### src/rtl/a_path_deskew_if.sv
// Lane bus of the A-path deskew block: skewed input plus reverted and rotated outputs.
interface a_path_deskew_if #(
    parameter int unsigned SIZE      = 3,
    parameter int unsigned DATA_SIZE = 16
);
    logic [DATA_SIZE*SIZE-1:0] a_in;
    logic                      reset_counter;
    logic [DATA_SIZE*SIZE-1:0] reverted_a;
    logic                      reset_counter_dly;
    logic [DATA_SIZE*SIZE-1:0] a_out;

    // Driver side (producer of skewed data, consumer of results).
    modport master (
        output a_in,
        output reset_counter,
        input  reverted_a,
        input  reset_counter_dly,
        input  a_out
    );

    // Deskew block side.
    modport slave (
        input  a_in,
        input  reset_counter,
        output reverted_a,
        output reset_counter_dly,
        output a_out
    );
endinterface

### src/rtl/a_path_deskew.sv
// A-path deskew: undoes the per-lane skew of a systolic input bus, delays it one stage,
// then rotates the lanes by a free-running counter that can be restarted by reset_counter.
module a_path_deskew #(
    parameter int unsigned SIZE      = 3,
    parameter int unsigned DATA_SIZE = 16
) (
    input  logic             clk,
    input  logic             rst_n,
    a_path_deskew_if.slave   bus
);

    // SIZE >= 2, so this is always at least 1 bit and also wide enough to index a lane.
    localparam int unsigned CNT_W = $clog2(SIZE);

    typedef logic [DATA_SIZE-1:0] lane_t;

    lane_t                     in_lane  [SIZE];
    lane_t                     rev_lane [SIZE];
    lane_t                     dly_q    [SIZE];
    lane_t                     out_q    [SIZE];
    lane_t                     out_d    [SIZE];
    logic [SIZE-1:0]           rc_sr_q;
    logic                      rc_dly;
    logic [CNT_W-1:0]          cnt_q;
    logic [CNT_W-1:0]          sel;
    logic [CNT_W-1:0]          src_idx;
    logic [DATA_SIZE*SIZE-1:0] rev_bus;
    logic [DATA_SIZE*SIZE-1:0] out_bus;

    // Unpack the skewed bus; lane 0 sits in the MSBs.
    always_comb begin
        for (int k = 0; k < SIZE; k++) begin
            in_lane[k] = bus.a_in[DATA_SIZE*(SIZE-k)-1 -: DATA_SIZE];
        end
    end

    // Lane k waits SIZE-k edges so all lanes of one vector line up at the chain outputs.
    for (genvar k = 0; k < SIZE; k++) begin : g_revert
        localparam int unsigned DEPTH = SIZE - k;
        lane_t sr_q [DEPTH];

        // Per-lane shift chain.
        always_ff @(posedge clk or negedge rst_n) begin
            if (!rst_n) begin
                for (int j = 0; j < DEPTH; j++) sr_q[j] <= '0;
            end else begin
                sr_q[0] <= in_lane[k];
                for (int j = 1; j < DEPTH; j++) sr_q[j] <= sr_q[j-1];
            end
        end

        assign rev_lane[k] = sr_q[DEPTH-1];
    end

    // One-stage bus delay and reset_counter delay line, matched to the revert depth.
    always_ff @(posedge clk or negedge rst_n) begin
        if (!rst_n) begin
            for (int i = 0; i < SIZE; i++) dly_q[i] <= '0;
            rc_sr_q <= '0;
        end else begin
            for (int i = 0; i < SIZE; i++) dly_q[i] <= rev_lane[i];
            rc_sr_q <= {rc_sr_q[SIZE-2:0], bus.reset_counter};
        end
    end

    assign rc_dly = rc_sr_q[SIZE-1];

    // Next rotation amount: restart wins over increment, wrap at SIZE-1.
    always_comb begin
        sel = '0;
        if (!rc_dly && (cnt_q != CNT_W'(SIZE - 1))) begin
            sel = cnt_q + CNT_W'(1);
        end
    end

    // Output lane i takes delayed lane (i + sel) mod SIZE.
    always_comb begin
        src_idx = '0;
        for (int i = 0; i < SIZE; i++) begin
            src_idx  = CNT_W'((i + int'(sel)) % SIZE);
            out_d[i] = dly_q[src_idx];
        end
    end

    // Rotation counter and rotated output register.
    always_ff @(posedge clk or negedge rst_n) begin
        if (!rst_n) begin
            cnt_q <= '0;
            for (int i = 0; i < SIZE; i++) out_q[i] <= '0;
        end else begin
            cnt_q <= sel;
            for (int i = 0; i < SIZE; i++) out_q[i] <= out_d[i];
        end
    end

    // Repack lanes onto the output buses, lane 0 in the MSBs.
    always_comb begin
        rev_bus = '0;
        out_bus = '0;
        for (int k = 0; k < SIZE; k++) begin
            rev_bus[DATA_SIZE*(SIZE-k)-1 -: DATA_SIZE] = rev_lane[k];
            out_bus[DATA_SIZE*(SIZE-k)-1 -: DATA_SIZE] = out_q[k];
        end
    end

    assign bus.reverted_a        = rev_bus;
    assign bus.a_out             = out_bus;
    assign bus.reset_counter_dly = rc_dly;

endmodule

### src/flat_wrapper.sv
// flat-port wrapper written by rule: the top's interface ports become plain ports
module a_path_deskew_flat 
#(
    parameter int unsigned SIZE      = 3,
    parameter int unsigned DATA_SIZE = 16
)
  (clk, rst_n, bus_a_in, bus_reset_counter, bus_reverted_a, bus_reset_counter_dly, bus_a_out);
  a_path_deskew_if #(.SIZE(SIZE), .DATA_SIZE(DATA_SIZE)) bus_i ();
  input  logic clk;
  input  logic rst_n;
  input wire logic [$bits(bus_i.a_in)-1:0] bus_a_in;
  input wire logic [$bits(bus_i.reset_counter)-1:0] bus_reset_counter;
  output wire logic [$bits(bus_i.reverted_a)-1:0] bus_reverted_a;
  output wire logic [$bits(bus_i.reset_counter_dly)-1:0] bus_reset_counter_dly;
  output wire logic [$bits(bus_i.a_out)-1:0] bus_a_out;
  assign bus_i.a_in = bus_a_in;
  assign bus_i.reset_counter = bus_reset_counter;
  assign bus_reverted_a = bus_i.reverted_a;
  assign bus_reset_counter_dly = bus_i.reset_counter_dly;
  assign bus_a_out = bus_i.a_out;
  a_path_deskew #(.SIZE(SIZE), .DATA_SIZE(DATA_SIZE)) u_core (.clk(clk), .rst_n(rst_n), .bus(bus_i));
endmodule
### config.mk
export PLATFORM = sky130hd
export DESIGN_NAME = a_path_deskew_flat
export DESIGN_NICKNAME = d
export VERILOG_FILES = /design/src/rtl/a_path_deskew_if.sv /design/src/rtl/a_path_deskew.sv /design/src/flat_wrapper.sv
export SDC_FILE = /design/constraint.sdc
export NUM_CORES = 1
export LEC_CHECK = 0
export CAP_MARGIN = 20
export CELL_PAD_IN_SITES_DETAIL_PLACEMENT = 1
export CELL_PAD_IN_SITES_GLOBAL_PLACEMENT = 1
export CORE_ASPECT_RATIO = 1.2
export CORE_UTILIZATION = 44
export DETAILED_ROUTE_END_ITERATION = 8
export GPL_ROUTABILITY_DRIVEN = 0
export GPL_TIMING_DRIVEN = 0
export HOLD_SLACK_MARGIN = 0.1
export PLACE_DENSITY_LB_ADDON = 0.08
export REMOVE_ABC_BUFFERS = 1
export SYNTH_ARGS = -nofsm -noshare
export SYNTH_HDL_FRONTEND = slang
export SYNTH_SLANG_ARGS = --single-unit
### constraint.sdc
create_clock -name clk -period 5.4 [get_ports clk]
set_clock_uncertainty 0.1 [all_clocks]
set_input_delay 0.81 -clock clk [delete_from_list [all_inputs] [get_ports clk]]
set_output_delay 0.81 -clock clk [all_outputs]
set_load 0.02 [all_outputs]
# --- Yosys cells after proc, flatten, opt, wreduce, memory -nomap -nowiden ---
# Index checks and enable logic that the tools add are counted.
totals:
  register_bits: 197
  latchBits: 0
  mem_bits_rw: 0
  mem_bits_ro: 0
  input_bits: 51
  output_inout_bits: 97
  elab_cells: 39
  mem_count: 0
classes:
  add_sub_neg: 3
  mul: 0
  div: 3
  order_cmp: 3
  n_eq_ne: 1
  shifts: 0
  n_mux: 10
  bitwise: 3
  reduce_logical: 2
op_table:
  columns: ["op", "n"]
  rows:
  - ["16-bit binary-select mux with 2-bit select", 3]
  - ["16-bit two-way mux", 6]
  - ["32-bit by 2-bit remainder unit with 32-bit output, second input constant", 2]
  - ["2-bit by 2-bit remainder unit with 32-bit output, second input constant", 1]
  - ["3-bit >= comparator, second input constant", 3]
  - ["2-bit inverter with 3-bit output", 3]
  - ["1-bit by 2-bit adder with 3-bit output, first input constant", 1]
  - ["2-bit by 2-bit adder with 3-bit output, first input constant", 1]
  - ["2-bit by 1-bit adder with 2-bit output, second input constant", 1]
  - ["2-bit two-way mux", 1]
  - ["2-bit inequality test, second input constant", 1]
  - ["1-bit logical AND", 1]
  - ["1-bit zero test", 1]

# --- Logic depth before layout (Yosys ltp) ---
# Gate-level depths: netlist (run 1).
depth:
  ltp_word: 9
  depth_mapped: 9
  ltp_nobuf: 7

# --- Worst setup path before layout (run 1) ---
# OpenSTA, ideal clock, no wires.
synth_timing:
  kind: "register -> register"
  start: "reg u_core.cnt_q[0]"
  end: "reg u_core.out_q (netlist bit u_core.bus.a_out[4])"
  setup_ps: 83
  t_arrival_ps: 2079
  required_time_ps: 5217
  path_slack_ps: 3138
  path_stages_with_launch: 10
  n_path_buf: 2
  synth_period_minus_slack_ps: 2262
  cell_sequence: "dfrtp_1 -> inv_1 -> ha_1 -> or3_1 -> ha_1 -> buf_2 -> nor2b_1 -> buf_2 -> nand2_1 -> o21ai_0"
synth_rtl:
  columns: ["element", "line", "rtl"]
  rows:
  - ["from (decl)", "a_path_deskew.sv:24", "logic [CNT_W-1:0] cnt_q;"]
  - ["from (signal assigned)", "a_path_deskew.sv:91", "cnt_q <= sel;"]
  - ["to (decl)", "a_path_deskew.sv:20", "lane_t out_q [SIZE];"]

==> results of run 1 <==
-- worst min path at each step --
| stage | from | endpoint | slack, ns |
|---|---|---|---|
| 2_1_floorplan | u_core.g_revert[1].sr_q[16] | u_core.bus.reverted_a[16] | 0.23 |
| 3_3_place_gp | u_core.g_revert[0].sr_q[21] | u_core.bus.reverted_a[37] | 0.23 |
| 3_5_place_dp | u_core.g_revert[1].sr_q[22] | u_core.bus.reverted_a[22] | 0.24 |
| 4_1_cts | rst_n | u_core.bus.a_out[47] | 0.23 |
| 5_1_grt | rst_n | u_core.dly_q[31] | 0.24 |
| 6_report | rst_n | u_core.dly_q[31] | 0.23 |
-- layer usage --
| layer | track usage | up-vias |
|---|---|---|
| li1 | - | 1557 |
| met1 | 0.2020 | 1840 |
| met2 | 0.3454 | 100 |
| met3 | 0.05965 | 21 |
| met4 | 0.08444 | 0 |
| met5 | 0 | - |
-- synth_stat cells --
cell type | number | area share
dfrtp_1 | 197 | 0.77
mux2i_1 | 48 | 0.075
buf_4 | 34 | 0.040
o21ai_0 | 32 | 0.025
nand2_1 | 31 | 0.018
nand3b_1 | 17 | 0.020
o22ai_2 | 10 | 0.019
buf_2 | 7 | 0.0055
clkbuf_1 | 5 | 0.0029
o22ai_1 | 5 | 0.0049
ha_1 | 3 | 0.0058
inv_1 | 2 | 0.0012
nor3_1 | 2 | 0.0016
buf_1 | 1 | 0.00058
buf_12 | 1 | 0.0031
buf_8 | 1 | 0.0023
clkbuf_2 | 1 | 0.00078
nor2_1 | 1 | 0.00058
nor2b_1 | 1 | 0.00098
nor4b_2 | 1 | 0.0023
o21bai_1 | 1 | 0.0012
or3_1 | 1 | 0.00098
-- layout make-up --
class	instances	area (um^2)
inverter	2	7.507
multi-input combinational	153	1144
fill	1301	5773
sequential	197	4930
timing repair buffer	154	1595
clock inverter	11	172.7
clock buffer	19	452.9
tap	175	219.0
-- registers in the layout, indices dropped and copies added (netlist names) --
register               flops
u_core.cnt_q               2
u_core.bus.a_out          48
u_core.rc_sr_q             3
u_core.bus.reverted_a     32
u_core.g_revert.sr_q      64
u_core.dly_q              48
-- kinds of logic (layout without fill, tap and decap cells) --
group	Yosys count	count (layout)
buffers and inverters	52	186
flip-flops	197	197
adder cells (fa/ha/maj)	3	3
AND/OR/NAND/NOR	54	54
multiplexers	48	48
AO/OA/AOI/OAI	48	48
-- worst max-delay path: cells and delay by family (launching register included) --
family | cells | cell delay (ns)
adder cells (fa/ha/maj) | 2 | 1.19
buffers and inverters | 2 | 0.27
AND/OR/NAND/NOR | 3 | 1.06
flip-flops | 1 | 0.41
AO/OA/AOI/OAI | 1 | 0.09
-- per-stage QoR --
step	cells	cell area (um^2)	utilization	hold slack [ns]	setup TNS, ns
2_1_floorplan	352	6065	-	0.2312	0
3_3_place_gp	674	7755	0.5425	0.2313	-873.54
3_5_place_dp	681	7895	0.5523	0.2358	0
4_1_cts	711	8521	0.5961	0.2341	0
5_1_grt	711	8521	0.5961	0.2380	0
6_report	711	8521	0.5961	0.2254	0
-- power by group through the flow --
| stage | clock (uW) | combinational [uW] | sequential [uW] |
|---|---|---|---|
| after floorplan | 0 | 270 | 1910 |
| after CTS | 1360 | 943 | 1720 |
| final | 1330 | 926 | 1710 |
| after detailed placement | 0 | 936 | 1740 |
| after global placement | 0 | 888 | 1740 |
| after global routing | 1420 | 983 | 1730 |
==> impl_metrics.csv, run 1 <==
group,metric,value,unit
worst_setup_path,max_stage_delay,0.93,ns
synthesis,synth.distinct_cells,22,
synthesis,ys.warnings.count,0,
worst_hold_path,hold_path.class,"input pin to asynchronous set/reset pin",
outcome,status,"complete, but fails checks",
cells_and_area,antenna_cells,0,
cts,clk_latency,0.42,ns
flow_run,maxCapViolCount,0,
cells_and_area,layout_common_cells,"dfrtp_1, clkdlybuf4s50_1, mux2i_1",
synthesis,syn_inst,402,
drt,highest_layer,"met4",
cells_and_area,nNetsFinal,579,
drt,routed_via_density,4.948,
worst_setup_path,end_kind,"flop",
worst_setup_path,timing_worst_setup_path_type,"flop to flop",
floorplan,die_w,112.2,um
power,p_int,2872,uW
power,p_sw_frac,0.2758,
synthesis,synth_fa_ha_area_frac,0.005849,
grt,first_global_vias,3939,
cts,htreeDepth,4,
sta,fin_crit_sh,0.6017,
cells_and_area,final_common_cell,"dfrtp_1",
placed_design,dp_worst_setup_slack,2.135,ns
cts,postCtsSetupBuffers,0,
synthesis,yosysSeqAreaShare,0.7682,
drt,wl_met1,4.763,mm
drt,postRouteAntennaNets,0,
worst_setup_path,r2r_start,"u_core.cnt_q[0]",
drt,vias,3518,
sta,setup_viol,0,
worst_setup_path,r2r-end,"u_core.bus.a_out[6]",
drt,drt_wl_total,13.00,mm
drt,post-route-drc-count,6,
outcome,violations,"DRC",
sta,grt_setup_unrepaired,"false",
drt,drt_iter0_markers,86,
power,p_seq_frac,0.432,
synthesis,synth_area,6417,um^2
synthesis,syn_avg_cell_area,15.96,um^2
synthesis,ys_ff_latch,197,
synthesis,synthXorXnorAreaFrac,0,
drt,wire_per_inst,18.29,um
sta,fin_crit,3.249,ns
drt,dr_wl_met3,811,um
placed_design,hpwl,8.532,mm
power,cellLeakagePower,0.003668,uW
floorplan,core_area,14290,um^2
worst_setup_path,cp.arrival,3.48,ns
sta,tightest_slew,0.8802,ns
cts,cts_resized,0,
synthesis,synth_top_family_by_area,"multiplexers",
sta,final_max_slew_viol_count,0,
cts,numCtsBuffers,17,
worst_setup_path,startpoint_type,"flop",
worst_setup_path,timing.critical_path.slowest_stage_cell,"ha_2",
sta,hold_viol_final,0,
worst_setup_path,r2r_cells,8,
sta,max-slew-margin-rel,0.4107,
power,p_sw,1094,uW
floorplan,die-height,134.3,um
grt,grt_max_degree,129,
floorplan,row_count,48,
floorplan,die_area,15070,um^2
cells_and_area,area_growth,32.77,%
worst_setup_path,rrSetupSlack,2.15,ns
power,power.density,465.5,nW/um^2
worst_setup_path,crit_end,"u_core.bus.a_out[6]",
drt,wl_met2,7.185,mm
power,power_frac_comb,0.234,
power,power.share.clock,0.334,
cts,tritoncts,"yes",
synthesis,synth-simple-area-share,0.04445,
cts,clock_sinks,197,
power,vdd_drop_max,0.0001996,V
cts,cts-root-buf,"clkbuf_16",
worst_setup_path,startpoint,"u_core.cnt_q[0]",
synthesis,synth-compound-area-share,0.05050,
worst_setup_path,cp.required,5.63,ns
cts,clk_pin_slew_worst_paths,0.07,ns
power,finalPower,3966,uW
grt,grt_pass1_wl,20.88,mm
cts,cts_hold_buf,0,
sta,setup_slack,2.151,ns
grt,grt.total_usage,0.1901,
worst_setup_path,cp_cell_sequence,"inv_1, ha_1, or3_1, ha_2, nor2b_2, buf_8, nand2_1, o21ai_0",
grt,antenna_found_initial,0,
worst_setup_path,cp_max_fo,34,
cells_and_area,drive_above_1_share,0.09701,
synthesis,synth.area.mux_share,0.07487,
floorplan,io_pins,148,
cts,clockBufferDepth,2,
sta,fmax,307.8,MHz
grt,gr-total-overflow,0,
floorplan,initial_core_util,0.4490,
drt,first_pass_iters,6,
placed_design,io_buffers,147,
(Power assumes the default switching activity.)
==> run 2, diff against run 1 <==
CORE_UTILIZATION = 37   (was 44)
clock period = 2.84 ns   (was 5.4 ns; I/O delays follow)
==> run 2 against run 1 <==
Final cell count increased by 6.8%; critical path type unchanged; routed wire length increased by 0.70%; hold slack improved by 0.022 ns; register-to-register slack got worse by 2.0 ns; utilization decreased by 8.7 points; clock power increased by 85%; the run now ends clean; largest cell class unchanged.
==> impl_metrics.csv, run 2 (synthesis results as in run 1) <==
group,metric,value,unit
power,power.density,874.6,nW/um^2
grt,grt_pass1_wl,20.98,mm
cells_and_area,layout_common_cells,"dfrtp_1, clkdlybuf4s50_1, mux2i_1",
drt,drt_iter0_markers,130,
worst_setup_path,cp_cell_sequence,"inv_1, ha_1, nor4b_4, buf_8, buf_6, mux2i_1, o22ai_1",
cells_and_area,nNetsFinal,584,
power,power.share.clock,0.326,
cells_and_area,area_growth,34.12,%
power,p_int,5416,uW
placed_design,dp_worst_setup_slack,-0.4508,ns
worst_setup_path,startpoint_type,"flop",
sta,setup_viol,0,
power,power_frac_comb,0.242,
worst_setup_path,timing.critical_path.slowest_stage_cell,"nor4b_4",
sta,fin_crit_sh,0.9310,
grt,grt_max_degree,121,
worst_hold_path,hold_path.class,"flop to flop",
outcome,status,"complete, no violations",
power,p_sw_frac,0.2806,
worst_setup_path,cp.required,3.01,ns
drt,routed_via_density,4.630,
grt,gr-total-overflow,0,
drt,first_pass_iters,4,
cells_and_area,drive_above_1_share,0.1031,
floorplan,die_w,122.2,um
sta,tightest_slew,0.9557,ns
worst_setup_path,rrSetupSlack,0.20,ns
cts,htreeDepth,4,
drt,postRouteAntennaNets,0,
power,p_sw,2112,uW
power,p_seq_frac,0.432,
worst_setup_path,cp.arrival,2.82,ns
cells_and_area,layout.cells.non_filler,759,
flow_run,maxCapViolCount,0,
cells_and_area,regMostFlops,"u_core.g_revert.sr_q",
floorplan,io_pins,148,
floorplan,row_count,52,
cells_and_area,antenna_cells,0,
cells_and_area,largest_register_ffs,64,
sta,setup_slack,0.1960,ns
drt,wire_per_inst,17.25,um
sta,finalSetupTns,0,ns
placed_design,dp_cells,722,
cts,clockBufferDepth,2,
grt,grt.total_usage,0.1611,
power,cellLeakagePower,0.003695,uW
cells_and_area,finalInstanceArea,8607,um^2
cts,tritoncts,"yes",
sta,fmax,378.2,MHz
grt,antenna_found_initial,0,
placed_design,placed_cell_area,7939,um^2
cts,clk_latency,0.42,ns
cts,numCtsBuffers,17,
drt,drt_wl_total,13.09,mm
worst_setup_path,timing_worst_setup_path_type,"flop to flop",
grt,first_global_vias,3875,
floorplan,die-height,146.3,um
worst_setup_path,cp_max_fo,15,
worst_setup_path,max_stage_delay,0.80,ns
drt,post-route-drc-count,0,
drt,vias,3514,
cells_and_area,final_common_cell,"dfrtp_1",
cts,cts-root-buf,"clkbuf_16",
placed_design,hpwl,8.293,mm
floorplan,die_area,17880,um^2
sta,final_max_slew_viol_count,0,
floorplan,core_area,16920,um^2
sta,max-slew-margin-rel,0.3602,
placed_design,io_buffers,147,
sta,hold_viol_final,0,
power,vdd_drop_max,0.0004216,V
cts,clock_sinks,197,
cells_and_area,fillerInstances,1653,
floorplan,initial_core_util,0.3794,
cts,clk_pin_slew_worst_paths,0.07,ns
worst_setup_path,end_kind,"flop",
sta,grt_setup_unrepaired,"false",
sta,fin_crit,2.644,ns
## run 2: final cells by class
| class | instances | area (um^2) | share of cell area |
|---|---|---|---|
| sequential | 197 | 4930 | 0.5728 |
| timing repair buffer | 159 | 1635 | 0.1900 |
| multi-input combinational | 153 | 1159 | 0.1346 |
| clock buffer | 21 | 460.4 | 0.05350 |
| tap | 216 | 270.3 | 0.03140 |
| clock inverter | 11 | 145.1 | 0.01686 |
| inverter | 2 | 7.507 | 0.0008722 |
## run 2: final timing paths
path,startpoint,end,cells after the start
min reg2reg,u_core.g_revert[0].sr_q[31],u_core.bus.reverted_a[47],0
min,u_core.g_revert[0].sr_q[31],u_core.bus.reverted_a[47],0
max reg2reg,u_core.cnt_q[0],u_core.bus.a_out[34],7
min in group asynchronous,rst_n,u_core.bus.reverted_a[35],2
max in group asynchronous,rst_n,u_core.bus.a_out[17],3
max,u_core.cnt_q[0],u_core.bus.a_out[34],7
## run 2: through the flow
step             util  hold WS, ns  total power, uW
2_1_floorplan       -      0.03041             4141
3_3_place_gp   0.4615       0.2317             5013
3_5_place_dp   0.4693       0.2358             5084
4_1_cts        0.5075       0.2506             7626
5_1_grt        0.5088       0.2546             7874
6_report       0.5088       0.2479             7528
## run 2: critical path, delay by kind of cell (launching register included)
kind	cells	cell delay, ns
compound gates	1	0.11
fa+ha+maj	1	0.33
buf+inv	3	0.51
flops	1	0.42
mux	1	0.22
simple gates	1	0.80
## run 2: metal layers
layer	global-route usage	vias to the layer above	wire length (um)
li1	-	1578	-
met1	0.1835	1817	5107
met2	0.2733	97	6923
met3	0.04922	22	737
met4	0.07439	0	323
met5	0	-	0
## run 2: repair_timing
| item | in CTS | in global routing |
|---|---|---|
| resized for setup | 2 | 0 |
| endpoints found under the setup margin | 15 | 9 |
| pin swaps | 1 | 1 |
| hold buffers | 1 | 0 |
| hold endpoints to repair | 77 | 0 |
| buffers inserted | 1 | 3 |
## run 2: power by group through the flow
stage	registers, uW	clock network, uW	logic, uW
after floorplan	3630	0	513
after global placement	3310	0	1710
after detailed placement	3310	0	1780
after CTS	3260	2520	1840
after global routing	3290	2640	1950
final	3250	2460	1820
